**config.mk**
```make
export PLATFORM = sky130hd
export DESIGN_NAME = prog_rate_counter
export DESIGN_NICKNAME = d
export VERILOG_FILES = /design/src/rtl/prc_pkg.sv /design/src/rtl/prc_rate_divider.sv /design/src/rtl/prog_rate_counter.sv
export SDC_FILE = /design/constraint.sdc
export NUM_CORES = 1
export LEC_CHECK = 0
export BUFFER_PORTS_ARGS = -buffer_cell sky130_fd_sc_hd__clkbuf_2
export CAP_MARGIN = 20
export CORE_ASPECT_RATIO = 0.75
export CORE_MARGIN = 8
export CORE_UTILIZATION = 45
export DETAILED_ROUTE_END_ITERATION = 8
export GPL_ROUTABILITY_DRIVEN = 0
export GPL_TIMING_DRIVEN = 0
export PLACE_DENSITY = 0.66
export REMOVE_ABC_BUFFERS = 1
export SLEW_MARGIN = 20
export SYNTH_ARGS = -nofsm -noshare
export SYNTH_HDL_FRONTEND = slang
export SYNTH_SLANG_ARGS = --single-unit
export TNS_END_PERCENT = 50
```
**constraint.sdc**
```tcl
create_clock -name ClockIn -period 2.8 [get_ports ClockIn]
set_input_delay 0.42 -clock ClockIn [delete_from_list [all_inputs] [get_ports ClockIn]]
set_output_delay 0.42 -clock ClockIn [all_outputs]
set_load 0.005 [all_outputs]
```
**src/rtl/prc_pkg.sv**
```systemverilog
// prc_pkg
// Shared definitions for the programmable rate counter: the speed selector
// encoding and the divider period for each speed setting.
//   speed_e     : SPD_FAST (every clock), SPD_1HZ, SPD_HALF_HZ, SPD_QUARTER_HZ
//   prc_period  : returns the divider period in clocks for a speed and a
//                 clock frequency; only ever called with constant arguments
//                 so it folds away at elaboration.
package prc_pkg;

  typedef enum logic [1:0] {
    SPD_FAST       = 2'b00,
    SPD_1HZ        = 2'b01,
    SPD_HALF_HZ    = 2'b10,
    SPD_QUARTER_HZ = 2'b11
  } speed_e;

  // Period in input clocks between two divider ticks for a speed setting.
  function automatic int prc_period(input speed_e speed, input int freq);
    int period;
    case (speed)
      SPD_FAST:    period = 1;
      SPD_1HZ:     period = freq;
      SPD_HALF_HZ: period = 2 * freq;
      default:     period = 4 * freq;
    endcase
    return period;
  endfunction

endpackage

```
**src/rtl/prc_rate_divider.sv**
```systemverilog
// prc_rate_divider
// Programmable down-counting tick divider. Emits a one-clock Tick every
// period N of the selected speed while Run is high.
// Ports:
//   ClockIn      in  1  clock, all state on posedge
//   Reset        in  1  synchronous, active-high
//   Run          in  1  1 = divider advances, 0 = DivCount held
//   Load         in  1  restarts the period at the current speed
//   Speed        in  2  speed selector (prc_pkg::speed_e encoding)
//   SpeedChange  out 1  Speed differs from the registered speed this cycle
//   Tick         out 1  registered one-clock pulse at terminal count
module prc_rate_divider
  import prc_pkg::*;
#(
  parameter int CLOCK_FREQUENCY = 500
) (
  input  logic       ClockIn,
  input  logic       Reset,
  input  logic       Run,
  input  logic       Load,
  input  logic [1:0] Speed,
  output logic       SpeedChange,
  output logic       Tick
);

  localparam int DIV_W = $clog2(4 * CLOCK_FREQUENCY) + 1;

  localparam logic [DIV_W-1:0] RELOAD_FAST    = DIV_W'(prc_period(SPD_FAST, CLOCK_FREQUENCY) - 1);
  localparam logic [DIV_W-1:0] RELOAD_1HZ     = DIV_W'(prc_period(SPD_1HZ, CLOCK_FREQUENCY) - 1);
  localparam logic [DIV_W-1:0] RELOAD_HALF    = DIV_W'(prc_period(SPD_HALF_HZ, CLOCK_FREQUENCY) - 1);
  localparam logic [DIV_W-1:0] RELOAD_QUARTER = DIV_W'(prc_period(SPD_QUARTER_HZ, CLOCK_FREQUENCY) - 1);

  logic [DIV_W-1:0] DivCount;
  speed_e           SpeedQ;
  speed_e           speedNow;
  logic [DIV_W-1:0] reloadNow;
  logic [DIV_W-1:0] reloadHeld;

  // Reload value is a pure mux of elaboration-time constants; no runtime divide.
  function automatic logic [DIV_W-1:0] reloadFor(input speed_e speed);
    logic [DIV_W-1:0] value;
    case (speed)
      SPD_FAST:    value = RELOAD_FAST;
      SPD_1HZ:     value = RELOAD_1HZ;
      SPD_HALF_HZ: value = RELOAD_HALF;
      default:     value = RELOAD_QUARTER;
    endcase
    return value;
  endfunction

  assign speedNow    = speed_e'(Speed);
  assign reloadNow   = reloadFor(speedNow);
  assign reloadHeld  = reloadFor(SpeedQ);
  assign SpeedChange = (speedNow != SpeedQ);

  // Divider state. Load and a speed change both restart the period from the
  // top at the newly requested speed; Run low freezes DivCount in place so the
  // period resumes exactly where it paused.
  always_ff @(posedge ClockIn) begin
    if (Reset) begin
      DivCount <= reloadNow;
      SpeedQ   <= speedNow;
      Tick     <= 1'b0;
    end else if (Load || SpeedChange) begin
      DivCount <= reloadNow;
      SpeedQ   <= speedNow;
      Tick     <= 1'b0;
    end else if (!Run) begin
      Tick <= 1'b0;
    end else if (DivCount == '0) begin
      DivCount <= reloadHeld;
      Tick     <= 1'b1;
    end else begin
      DivCount <= DivCount - DIV_W'(1);
      Tick     <= 1'b0;
    end
  end

endmodule

```
**src/rtl/prog_rate_counter.sv**
```systemverilog
// prog_rate_counter
// Rate-divided modulo up/down display counter with run/pause and synchronous
// load. The counter steps one clock after each divider Tick.
// Optional build macro: PRC_ONE_SHOT_EN -- counter stops at its terminal value
// (MODULUS-1 counting up, 0 counting down) and Wrap marks the arrival instead
// of a wrap-around. Without the macro the counter wraps freely.
// Ports:
//   ClockIn       in  1      clock, all state on posedge
//   Reset         in  1      synchronous, active-high
//   Speed         in  2      00 every clock, 01 1 Hz, 10 0.5 Hz, 11 0.25 Hz
//   Run           in  1      1 = divider and counter advance, 0 = hold
//   Up            in  1      1 = count up, 0 = count down
//   Load          in  1      synchronous load strobe
//   LoadValue     in  WIDTH  load value, clamped to MODULUS-1
//   CounterValue  out WIDTH  current count
//   Tick          out 1      one-clock divider terminal-count pulse
//   Wrap          out 1      one-clock pulse with a wrapping (or arriving) step
module prog_rate_counter
  import prc_pkg::*;
#(
  parameter int CLOCK_FREQUENCY = 500,
  parameter int WIDTH           = 4,
  parameter int MODULUS         = 16
) (
  input  logic             ClockIn,
  input  logic             Reset,
  input  logic [1:0]       Speed,
  input  logic             Run,
  input  logic             Up,
  input  logic             Load,
  input  logic [WIDTH-1:0] LoadValue,
  output logic [WIDTH-1:0] CounterValue,
  output logic             Tick,
  output logic             Wrap
);

  localparam logic [WIDTH-1:0] TOP_VALUE = WIDTH'(MODULUS - 1);
  localparam logic [WIDTH-1:0] ONE       = WIDTH'(1);

  logic             speedChange;
  logic [WIDTH-1:0] loadClamped;
  logic [WIDTH-1:0] stepValue;
  logic             stepWrap;
  logic             stepNow;

  prc_rate_divider #(
    .CLOCK_FREQUENCY(CLOCK_FREQUENCY)
  ) divider (
    .ClockIn    (ClockIn),
    .Reset      (Reset),
    .Run        (Run),
    .Load       (Load),
    .Speed      (Speed),
    .SpeedChange(speedChange),
    .Tick       (Tick)
  );

  assign loadClamped = (LoadValue > TOP_VALUE) ? TOP_VALUE : LoadValue;

  // A Tick already registered still produces its step on a speed-change
  // cycle even with Run low; otherwise Run low holds the count.
  assign stepNow = Tick && (speedChange || Run);

  // Next count and Wrap flag for one step in the current Up direction.
  always_comb begin
    stepValue = CounterValue;
    stepWrap  = 1'b0;
`ifdef PRC_ONE_SHOT_EN
    if (Up) begin
      if (CounterValue != TOP_VALUE) begin
        stepValue = CounterValue + ONE;
        stepWrap  = (CounterValue == TOP_VALUE - ONE);
      end
    end else begin
      if (CounterValue != '0) begin
        stepValue = CounterValue - ONE;
        stepWrap  = (CounterValue == ONE);
      end
    end
`else
    if (Up) begin
      if (CounterValue == TOP_VALUE) begin
        stepValue = '0;
        stepWrap  = 1'b1;
      end else begin
        stepValue = CounterValue + ONE;
      end
    end else begin
      if (CounterValue == '0) begin
        stepValue = TOP_VALUE;
        stepWrap  = 1'b1;
      end else begin
        stepValue = CounterValue - ONE;
      end
    end
`endif
  end

  // Count register. Load wins over any pending step and discards it.
  always_ff @(posedge ClockIn) begin
    if (Reset) begin
      CounterValue <= '0;
      Wrap         <= 1'b0;
    end else if (Load) begin
      CounterValue <= loadClamped;
      Wrap         <= 1'b0;
    end else if (stepNow) begin
      CounterValue <= stepValue;
      Wrap         <= stepWrap;
    end else begin
      Wrap <= 1'b0;
    end
  end

endmodule

```
==> results.cfg <==
[run_status]
outcome = complete, no violations

[finish]
multi_input_area_um2 = 858
final_cell_mix = 16 x clkbuf_2, 14 x edfxtp_1, 13 x ha_1, 12 x inv_1
antenna_cells = 0
utilization_pct = 50.3
syn2layout_area_growth_pct = 9.38
layout_commonest_cell = clkbuf_2
drive_gt1_share_pct = 17.6
n_fill_cell = 300
final-seq-area_um2 = 541
final_nets = 190

[power]
p_sw_mw = 0.197
power.share.clock_pct = 27.8
seqPwrFrac_pct = 53.8
power.internal_mw = 0.499
irDropWorstVdd_v = 0.000355
leakagePower_nw = 0.654
power.density_nw_per_um2 = 430
power_mw = 0.696
swShare_pct = 28.3
power_frac_comb_pct = 18.4

[sta]
setup_slack_ns = 0.321
period_share_pct = 88.5
finalSetupViolations = 0
fmax_mhz = 403
grt_setup_unrepaired = no
slew_viol_final = 0
finalHoldViolCount = 0
fin_skew_ns = 0.00541
max_slew_margin_pct = 52.1
period_needed_ns = 2.48
tightest_slew_ns = 0.709

[global_routing]
grt_util_all_layers_pct = 12.8
grt_pass1_vias = 1154
grt_pass1_wl_mm = 5.41
grt_max_degree = 15
antenna_found_initial = 0
grt_overflow_total = 0

[logic_synthesis]
syn-instance-count = 152
seq_area_frac_synth_pct = 36.5
ys_ff_latch = 20
netlist_area_um2 = 1480
yosysTopAreaCell = edfxtp_1
syn_area_per_cell_um2 = 9.74
async_flop_share_pct = 0
synth_edf_count = 14
yosysWarnings = 0
synth_top_cell_area_share_pct = 28.4
synth_area_leaders = edfxtp_1 28%, ha_1 11%, dfxtp_1 8.1%
ys_types = 48
synthFlopType = edfxtp_1

[setup_path]
critPathLaunchType = flop
setup.worst_path.start = divider.DivCount[0]$_DFFE_PP_
arrival_ns = 2.47
reg2reg_slack_ns = 0.32
worstSetupPathType = reg2reg
reg2reg_depth = 6
cp_slowest_cell = nor4b_1
worstPathCellList = inv_1, ha_1, nor4b_1, and4bb_2, a21o_1, o22ai_1
cp_slowest_stage_delay_ns = 0.59
path_max_fanout = 14
worstPathRequired_ns = 2.79
end_kind = flop
r2r_start = divider.DivCount[0]$_DFFE_PP_
timing.rr.end = divider.DivCount[6]$_DFFE_PP_

[clock_tree]
cts.sinks = 20
clockBufferDepth = 2
numCtsBuffers = 3
cts_setup_buffers = 0
cts.repair.resized = 0
cts_tree = built
clk_pin_slew_ns = 0.07
ctsRootBufferMaster = clkbuf_8
postCtsHoldBufs = 0
htree_levels = 1
clk_latency_ns = 0.26

[drt]
routed.top_layer = met4
detailedRoute.firstPassIterationCount = 4
drc_errors = 0
met2_length_mm = 1.34
drt_iter0_drc = 107
ant_nets = 0
met3_length_um = 130
routed_wl_mm = 3.12
avgViaCountPerCell = 5.66
wl_per_cell_um = 15.2
num_vias = 1161
wl_met1_mm = 1.63

[min_path]
hold_path_depth = 2
min_path_type = in2reg
min-delay-start = LoadValue[2]
min_to = CounterValue[2]$_SDFFE_PP0P_

[placed_design]
dpl_worst_slack_ns = 0.288
placement.io_buffers = 16
dpl.hpwl_mm = 2.34

[die]
initial_utilization_pct = 46.0
fp.coreArea_um2 = 3220
num_rows = 18
num_io_pins = 17
dieWidth_um = 82.2
fp.dieH_um = 65.7
design.die.area_um2 = 5400

[run]
drv_cap = 0
==> state kept, by name, summed over array words and instances, names as in the netlist <==
name,flops
divider.DivCount,12
CounterValue,4
divider.Tick,1
divider.SpeedQ,2
Wrap,1
==> layer usage <==
layer / track usage [%] / up-vias
met5: 0 / -
met4: 5.68 / 0
met3: 3.27 / 2
met2: 17.2 / 26
met1: 18.6 / 535
li1: - / 598
==> Yosys cell counts, types with 3 or more instances <==
| cell | count |
|---|---|
| a21o_1 | 4 |
| a21oi_1 | 3 |
| a221o_1 | 3 |
| clkbuf_1 | 5 |
| dfxtp_1 | 6 |
| edfxtp_1 | 14 |
| ha_1 | 13 |
| inv_1 | 12 |
| mux2i_1 | 3 |
| nand2_1 | 6 |
| nor2_1 | 8 |
| nor2b_1 | 3 |
| nor3_1 | 9 |
| nor3b_1 | 3 |
| o22ai_1 | 6 |
| o31ai_1 | 4 |
| or2_2 | 3 |
| xor2_1 | 4 |
==> through the flow <==
| stage | instances | instance area (um2) | hold WS, ns | setup TNS (ns) |
|---|---|---|---|---|
| floorplan | 145 | 1440 | 0.489 | 0 |
| global placement | 201 | 1570 | 0.564 | -3.70 |
| detailed placement | 201 | 1570 | 0.580 | 0 |
| CTS | 205 | 1620 | 0.377 | 0 |
| global route | 205 | 1620 | 0.378 | 0 |
| finish | 205 | 1620 | 0.384 | 0 |
==> worst max path at each step <==
| stage | endpoint | slack [ns] | cells past startpoint |
|---|---|---|---|
| detailed placement | divider.DivCount[10]$_DFFE_PP_ | 0.29 | 6 |
| floorplan | divider.DivCount[0]$_DFFE_PP_ | 0.56 | 5 |
| CTS | divider.DivCount[6]$_DFFE_PP_ | 0.37 | 6 |
| finish | divider.DivCount[6]$_DFFE_PP_ | 0.32 | 6 |
| global placement | divider.DivCount[10]$_DFFE_PP_ | -0.25 | 6 |
| global route | divider.DivCount[1]$_DFFE_PP_ | 0.13 | 6 |
==> worst max-delay path: cells and delay by family (launching register included) <==
family	cells	cell delay (ns)
buffers and inverters	1	0.12
adders and majority gates	1	0.17
and+or+nand+nor	2	1.14
DFF	1	0.42
AOI/OAI and AO/OA	2	0.35
==> power groups by stage <==
stage	logic, mW	clock network [mW]	registers, mW
2_1_floorplan	0.0904	0	0.372
3_5_place_dp	0.127	0	0.380
4_1_cts	0.128	0.200	0.373
6_report	0.128	0.194	0.375
3_3_place_gp	0.123	0	0.379
5_1_grt	0.146	0.208	0.379
==> kinds of logic (layout without fill, tap and decap cells) <==
family / Yosys count / after routing / synth area share [%]
adders and majority gates: 13 / 13 / 11.0
and+or+nand+nor: 53 / 53 / 21.8
AOI/OAI and AO/OA: 38 / 38 / 19.3
buffers and inverters: 19 / 32 / 5.83
xor gates and xnor gates: 6 / 6 / 3.55
DFF: 20 / 20 / 36.5
muxes: 3 / 3 / 2.03
==> final cells by class <==
class / instances / share of cell area, %
clock buffer: 3 / 2.55
tap: 40 / 3.09
sequential: 20 / 33.4
timing repair buffer: 16 / 4.95
clock inverter: 1 / 0.232
inverter: 12 / 2.78
multi-input combinational: 113 / 53.0
(Power assumes the default switching activity.)
